--- src/rtl/pipe_ctrl.sv ---
// Pipeline sequencer: merges per-stage stall requests, turns an exception into a
// registered one-cycle flush with redirect PC, and keeps watchdog/stall/flush counters.
module pipe_ctrl #(
  parameter int ADDR_W      = 32,
  parameter int STALL_LIMIT = 1023,
  parameter int CNT_W       = 32
) (
  input  logic              clk,
  input  logic              rst,
  input  logic              stallreq_id,
  input  logic              stallreq_ex,
  input  logic              stallreq_mem,
  input  logic              excp_valid,
  input  logic [ADDR_W-1:0] excp_target_pc,
  output logic [5:0]        stall,
  output logic              flush,
  output logic [ADDR_W-1:0] new_pc,
  output logic              stall_timeout,
  output logic [CNT_W-1:0]  stall_cnt,
  output logic [15:0]       flush_cnt
);

  localparam int WD_W = $clog2(STALL_LIMIT + 1);
  localparam logic [WD_W-1:0] WD_LIMIT = WD_W'(STALL_LIMIT);

  typedef enum logic [0:0] {
    RUN   = 1'b0,
    FLUSH = 1'b1
  } state_t;

  state_t              state_r;
  logic                flush_r;
  logic [ADDR_W-1:0]   new_pc_r;
  logic                stall_timeout_r;
  logic [CNT_W-1:0]    stall_cnt_r;
  logic [15:0]         flush_cnt_r;
  logic [WD_W-1:0]     wd_cnt_r;
  logic [5:0]          stall_s;
  logic                stall_busy_s;

  // Returns 1 when a counter value is at its all-ones ceiling.
  function automatic logic sat16(input logic [15:0] v);
    return (v == 16'hFFFF);
  endfunction

  // Priority merge of stall requests; the pipe is never held while an exception
  // is pending or being flushed, and held at zero while in reset.
  always_comb begin
    stall_s = 6'b000000;
    if (rst || (state_r != RUN) || excp_valid) begin
      stall_s = 6'b000000;
    end else if (stallreq_mem) begin
      stall_s = 6'b011111;
    end else if (stallreq_ex) begin
      stall_s = 6'b001111;
    end else if (stallreq_id) begin
      stall_s = 6'b000111;
    end else begin
      stall_s = 6'b000000;
    end
  end

  assign stall_busy_s = |stall_s;

  // Exception sequencer: one FLUSH cycle per accepted exception.
  always_ff @(posedge clk or posedge rst) begin
    if (rst) begin
      state_r     <= RUN;
      flush_r     <= 1'b0;
      new_pc_r    <= '0;
      flush_cnt_r <= 16'h0000;
    end else begin
      case (state_r)
        RUN: begin
          if (excp_valid) begin
            state_r  <= FLUSH;
            flush_r  <= 1'b1;
            new_pc_r <= excp_target_pc;
          end else begin
            flush_r  <= 1'b0;
          end
        end
        FLUSH: begin
          state_r <= RUN;
          flush_r <= 1'b0;
          if (!sat16(flush_cnt_r)) begin
            flush_cnt_r <= flush_cnt_r + 16'h0001;
          end
        end
        default: begin
          state_r <= RUN;
          flush_r <= 1'b0;
        end
      endcase
    end
  end

  // Saturating count of cycles in which any stage was held.
  always_ff @(posedge clk or posedge rst) begin
    if (rst) begin
      stall_cnt_r <= '0;
    end else if (stall_busy_s && (stall_cnt_r != {CNT_W{1'b1}})) begin
      stall_cnt_r <= stall_cnt_r + {{(CNT_W-1){1'b0}}, 1'b1};
    end else begin
      stall_cnt_r <= stall_cnt_r;
    end
  end

  // Watchdog: consecutive stalled cycles; the timeout flag is sticky until reset.
  always_ff @(posedge clk or posedge rst) begin
    if (rst) begin
      wd_cnt_r        <= '0;
      stall_timeout_r <= 1'b0;
    end else if (!stall_busy_s) begin
      wd_cnt_r <= '0;
    end else if (wd_cnt_r < WD_LIMIT) begin
      wd_cnt_r <= wd_cnt_r + {{(WD_W-1){1'b0}}, 1'b1};
      if ((wd_cnt_r + {{(WD_W-1){1'b0}}, 1'b1}) == WD_LIMIT) begin
        stall_timeout_r <= 1'b1;
      end else begin
        stall_timeout_r <= stall_timeout_r;
      end
    end else begin
      wd_cnt_r <= wd_cnt_r;
    end
  end

  assign stall         = stall_s;
  assign flush         = flush_r;
  assign new_pc        = new_pc_r;
  assign stall_timeout = stall_timeout_r;
  assign stall_cnt     = stall_cnt_r;
  assign flush_cnt     = flush_cnt_r;

endmodule
--- config.mk ---
export PLATFORM = sky130hd
export DESIGN_NAME = pipe_ctrl
export DESIGN_NICKNAME = d
export VERILOG_FILES = /design/src/rtl/pipe_ctrl.sv
export SDC_FILE = /design/constraint.sdc
export NUM_CORES = 1
export LEC_CHECK = 0
export ABC_AREA = 1
export CORE_UTILIZATION = 40
export DETAILED_ROUTE_END_ITERATION = 8
export PLACE_DENSITY = 0.71
export SKIP_LAST_GASP = 1
export SYNTH_ARGS = -nofsm -noshare
export SYNTH_HDL_FRONTEND = slang
export SYNTH_SLANG_ARGS = --single-unit
--- constraint.sdc ---
create_clock -name clk -period 2.9 [get_ports clk]
set_input_delay 0.29 -clock clk [delete_from_list [all_inputs] [get_ports clk]]
set_output_delay 0.29 -clock clk [all_outputs]
set_load 0.02 [all_outputs]
==> qor.csv <==
stage,metric,value,unit
grt,overflow,0,
clock_network,clock_latency,0.35,ns
timing,slew_headroom,36.3,%
logic_synthesis,synth.distinct_cells,36,
logic_synthesis,async_flop_share,100,%
clock_network,cts_setup_buffers,0,
drt,route.detailed.drc,0,
die,core,12200,µm²
drt,num_vias,4784,
logic_synthesis,synth_xor_area_share,3.63,%
drt,wirelength,13000,µm
critical_path,slowest_delay,0.63,ns
die,die_width,114,µm
layout,layout-drive-gt1-share,6.32,%
clock_network,h-tree-depth,3,
timing,min_period,2.20,ns
critical_path,rrSetupSlack,0.90,ns
logic_synthesis,synth_top_cell_by_area,dfrtp_1,
power_and_ir_drop,leakage,3.03,nW
power_and_ir_drop,p_sw,1.13,mW
logic_synthesis,synth_most_common_cell,nand2_1,
logic_synthesis,yosysWarnings,0,
timing,clock_skew,0.0108,ns
run,maxCapViolCount,0,
clock_network,cts-root-buf,clkbuf_16,
power_and_ir_drop,p_total,3.53,mW
critical_path,crit_slowest_cell,clkdlybuf4s50_1,
power_and_ir_drop,power_density,527,nW/µm²
timing,layout_worst_path_cycle_share,75.7,%
drt,drt_iter0_drc,418,
die,fp.dieArea,13000,µm²
critical_path,reg2reg_depth,10,
clock_network,clockBufferDepth,2,
critical_path,crit_path_start_kind,flop,
clock_network,post_cts_resized,0,
power_and_ir_drop,internal_power,2.40,mW
layout,final_nets,844,
timing,max_freq,0.455,GHz
timing,slew_violations,0,
die,io_pins,126,
power_and_ir_drop,clkPwrFrac,32.5,%
power_and_ir_drop,p_seq_share,43.7,%
drt,vias_per_cell,4.91,
place,numPortBuffers,124,
die,die_h,114,µm
logic_synthesis,synth.mux.area_fraction,0,%
timing,grt_setup_unrepaired,false,
logic_synthesis,synthAdderAreaFrac,0.994,%
critical_path,crit_chain,"nor2_1, nand2_2, nor2_8, clkdlybuf4s50_1",
layout,area_growth,33.0,%
drt,drtPass1Iterations,5,
grt,grt_max_degree,50,
critical_path,cp.required,2.61,ns
power_and_ir_drop,irDropWorstVdd,341,µV
logic_synthesis,synth-simple-area-share,39.8,%
timing,hold_violations,0,
place,gp_congestion,0.941,
grt,grt_usage,21.4,%
layout,antenna_cells,0,
clock_network,clk_pin_slew,0.07,ns
critical_path,critPathArrivalTime,1.91,ns
die,start_util,41.4,%
clock_network,cts_tree,done,
clock_network,clock-sinks,92,
logic_synthesis,synthFlopType,dfrtp_1,
power_and_ir_drop,switching_share,32.1,%
critical_path,r2r_start,stall_cnt[0],
logic_synthesis,synth_top_family_by_area,simple AND/OR/NAND/NOR gates,
grt,grt_pass1_wl,21800,µm
logic_synthesis,avgSynthCellArea,7.41,µm²
place,dp.cells,959,
logic_synthesis,synth_top_cell_area_share,45.7,%
grt,grt_antenna_before_repair,0,
logic_synthesis,synth_seq_area_share,45.7,%
die,num_rows,40,
critical_path,rr_endpoint,stall_cnt[19],
layout,instances_no_fill,975,
logic_synthesis,synth_common_cells,"nand2_1 (324), dfrtp_1 (92), nor2_1 (70)",
logic_synthesis,syn-instance-count,680,
place,place_ws,0.768,ns
timing,setup_viol,0,
place,dp_hpwl,9670,µm
logic_synthesis,synth_edf_count,0,
layout,finish.utilization,55.1,%
clock_network,numCtsBuffers,9,
critical_path,cp_max_fo,7,
critical_path,worstSetupEndpointType,output pin,
logic_synthesis,synth_area_leaders,"dfrtp_1 (46%), nand2_1 (24%), nor2_1 (5.2%)",
timing,layout_setup_ws,0.705,ns
drt,drt-wirelength-per-cell,13.3,µm
drt,ant_nets,0,
timing,worstMarginPinSlew,0.954,ns
clock_network,ctsHoldBuffers,0,
logic_synthesis,yosys_register_bits,92,
critical_path,worstSetupPathType,reg -> out,
logic_synthesis,synth-compound-area-share,4.07,%
worst_hold_path,hp-class,in -> async,
grt,grt_pass1_vias,4533,
logic_synthesis,netlist_area,5040,µm²
logic_synthesis,synth_nets,722,
timing,fin_setup_tns,0,ns
status,outcome,finished clean,
power_and_ir_drop,p_comb_share,23.8,%
==> layout by cell type (no fill, tap or decap), types with 2 or more instances in the layout <==
cell / Yosys / routed
o21ai_2: 9 / 9
dfrtp_1: 92 / 92
clkdlybuf4s50_1: 0 / 124
o21ai_1: 9 / 9
ha_1: 4 / 4
nand2_1: 324 / 324
nor2_2: 2 / 3
nand2_4: 3 / 3
nand2_2: 2 / 2
inv_2: 3 / 3
clkinv_4: 0 / 2
inv_6: 0 / 2
clkbuf_16: 0 / 9
inv_1: 40 / 39
nor3_2: 2 / 2
buf_4: 4 / 3
a21oi_1: 6 / 6
nand3_1: 26 / 26
xor2_1: 11 / 11
nand4_1: 8 / 8
nand3b_1: 19 / 19
xnor2_1: 8 / 8
nor2_1: 70 / 69
nor3_1: 6 / 6
o21ai_0: 6 / 6
nor2_4: 3 / 3
==> per-layer routing <==
layer / track usage (%) / wire length (µm) / vias up
met5: 0 / 0 / -
met4: 12.0 / 481 / 0
met3: 3.60 / 615 / 33
met2: 34.1 / 6160 / 140
met1: 27.7 / 5700 / 2252
li1: - / - / 2359
==> worst max-delay path by stage <==
stage / start / to / slack [ns] / depth (start not counted)
3_3_place_gp: rst / stall[0] / 0.79 / 5
3_5_place_dp: rst / stall[1] / 0.77 / 5
4_1_cts: flush / stall[1] / 0.68 / 4
5_1_grt: flush / stall[1] / 0.57 / 4
6_report: flush / stall[1] / 0.70 / 4
2_1_floorplan: rst / flush / 0.22 / 1
==> cell type report <==
| type | instances | area [µm²] |
|---|---|---|
| clock buffer | 11 | 243 |
| clock inverter | 5 | 42.5 |
| fill | 1155 | 5470 |
| inverter | 44 | 169 |
| multi-input combinational | 527 | 2450 |
| sequential | 92 | 2300 |
| tap | 168 | 210 |
| timing repair buffer | 128 | 1280 |
==> flip-flops by register name (all words and copies together) (netlist names) <==
signal         count
flush              1
stall_timeout      1
wd_cnt_r          10
new_pc            32
flush_cnt         16
stall_cnt         32
==> power groups by stage <==
| stage | Clock (mW) | Combinational (mW) | Sequential, mW |
|---|---|---|---|
| final | 1.15 | 0.840 | 1.54 |
| after global routing | 1.23 | 0.907 | 1.56 |
| after CTS | 1.18 | 0.851 | 1.54 |
| after detailed placement | 0 | 0.848 | 1.56 |
| after global placement | 0 | 0.834 | 1.56 |
| after floorplan | 0 | 0.302 | 1.70 |
==> through the flow <==
stage,hold slack (ns),area (µm²)
finish,0.240,6700
global placement,0.452,6410
detailed placement,0.453,6410
CTS,0.236,6700
global route,0.277,6700
floorplan,0.407,5040
==> critical path: cells and delay by family, from the launching register on <==
kind          cells  cell delay [ns]
simple gates      3             0.47
buf+inv           1             0.63
flops             1             0.45
==> cell families (layout without fill, tap and decap cells) <==
group | after synthesis | count (layout)
buffers and inverters | 61 | 188
DFF | 92 | 92
xor gates and xnor gates | 20 | 20
other | 1 | 1
AOI/OAI and AO/OA | 33 | 33
adders and majority gates | 4 | 4
and+or+nand+nor | 469 | 469
(Power assumes the default switching activity.)
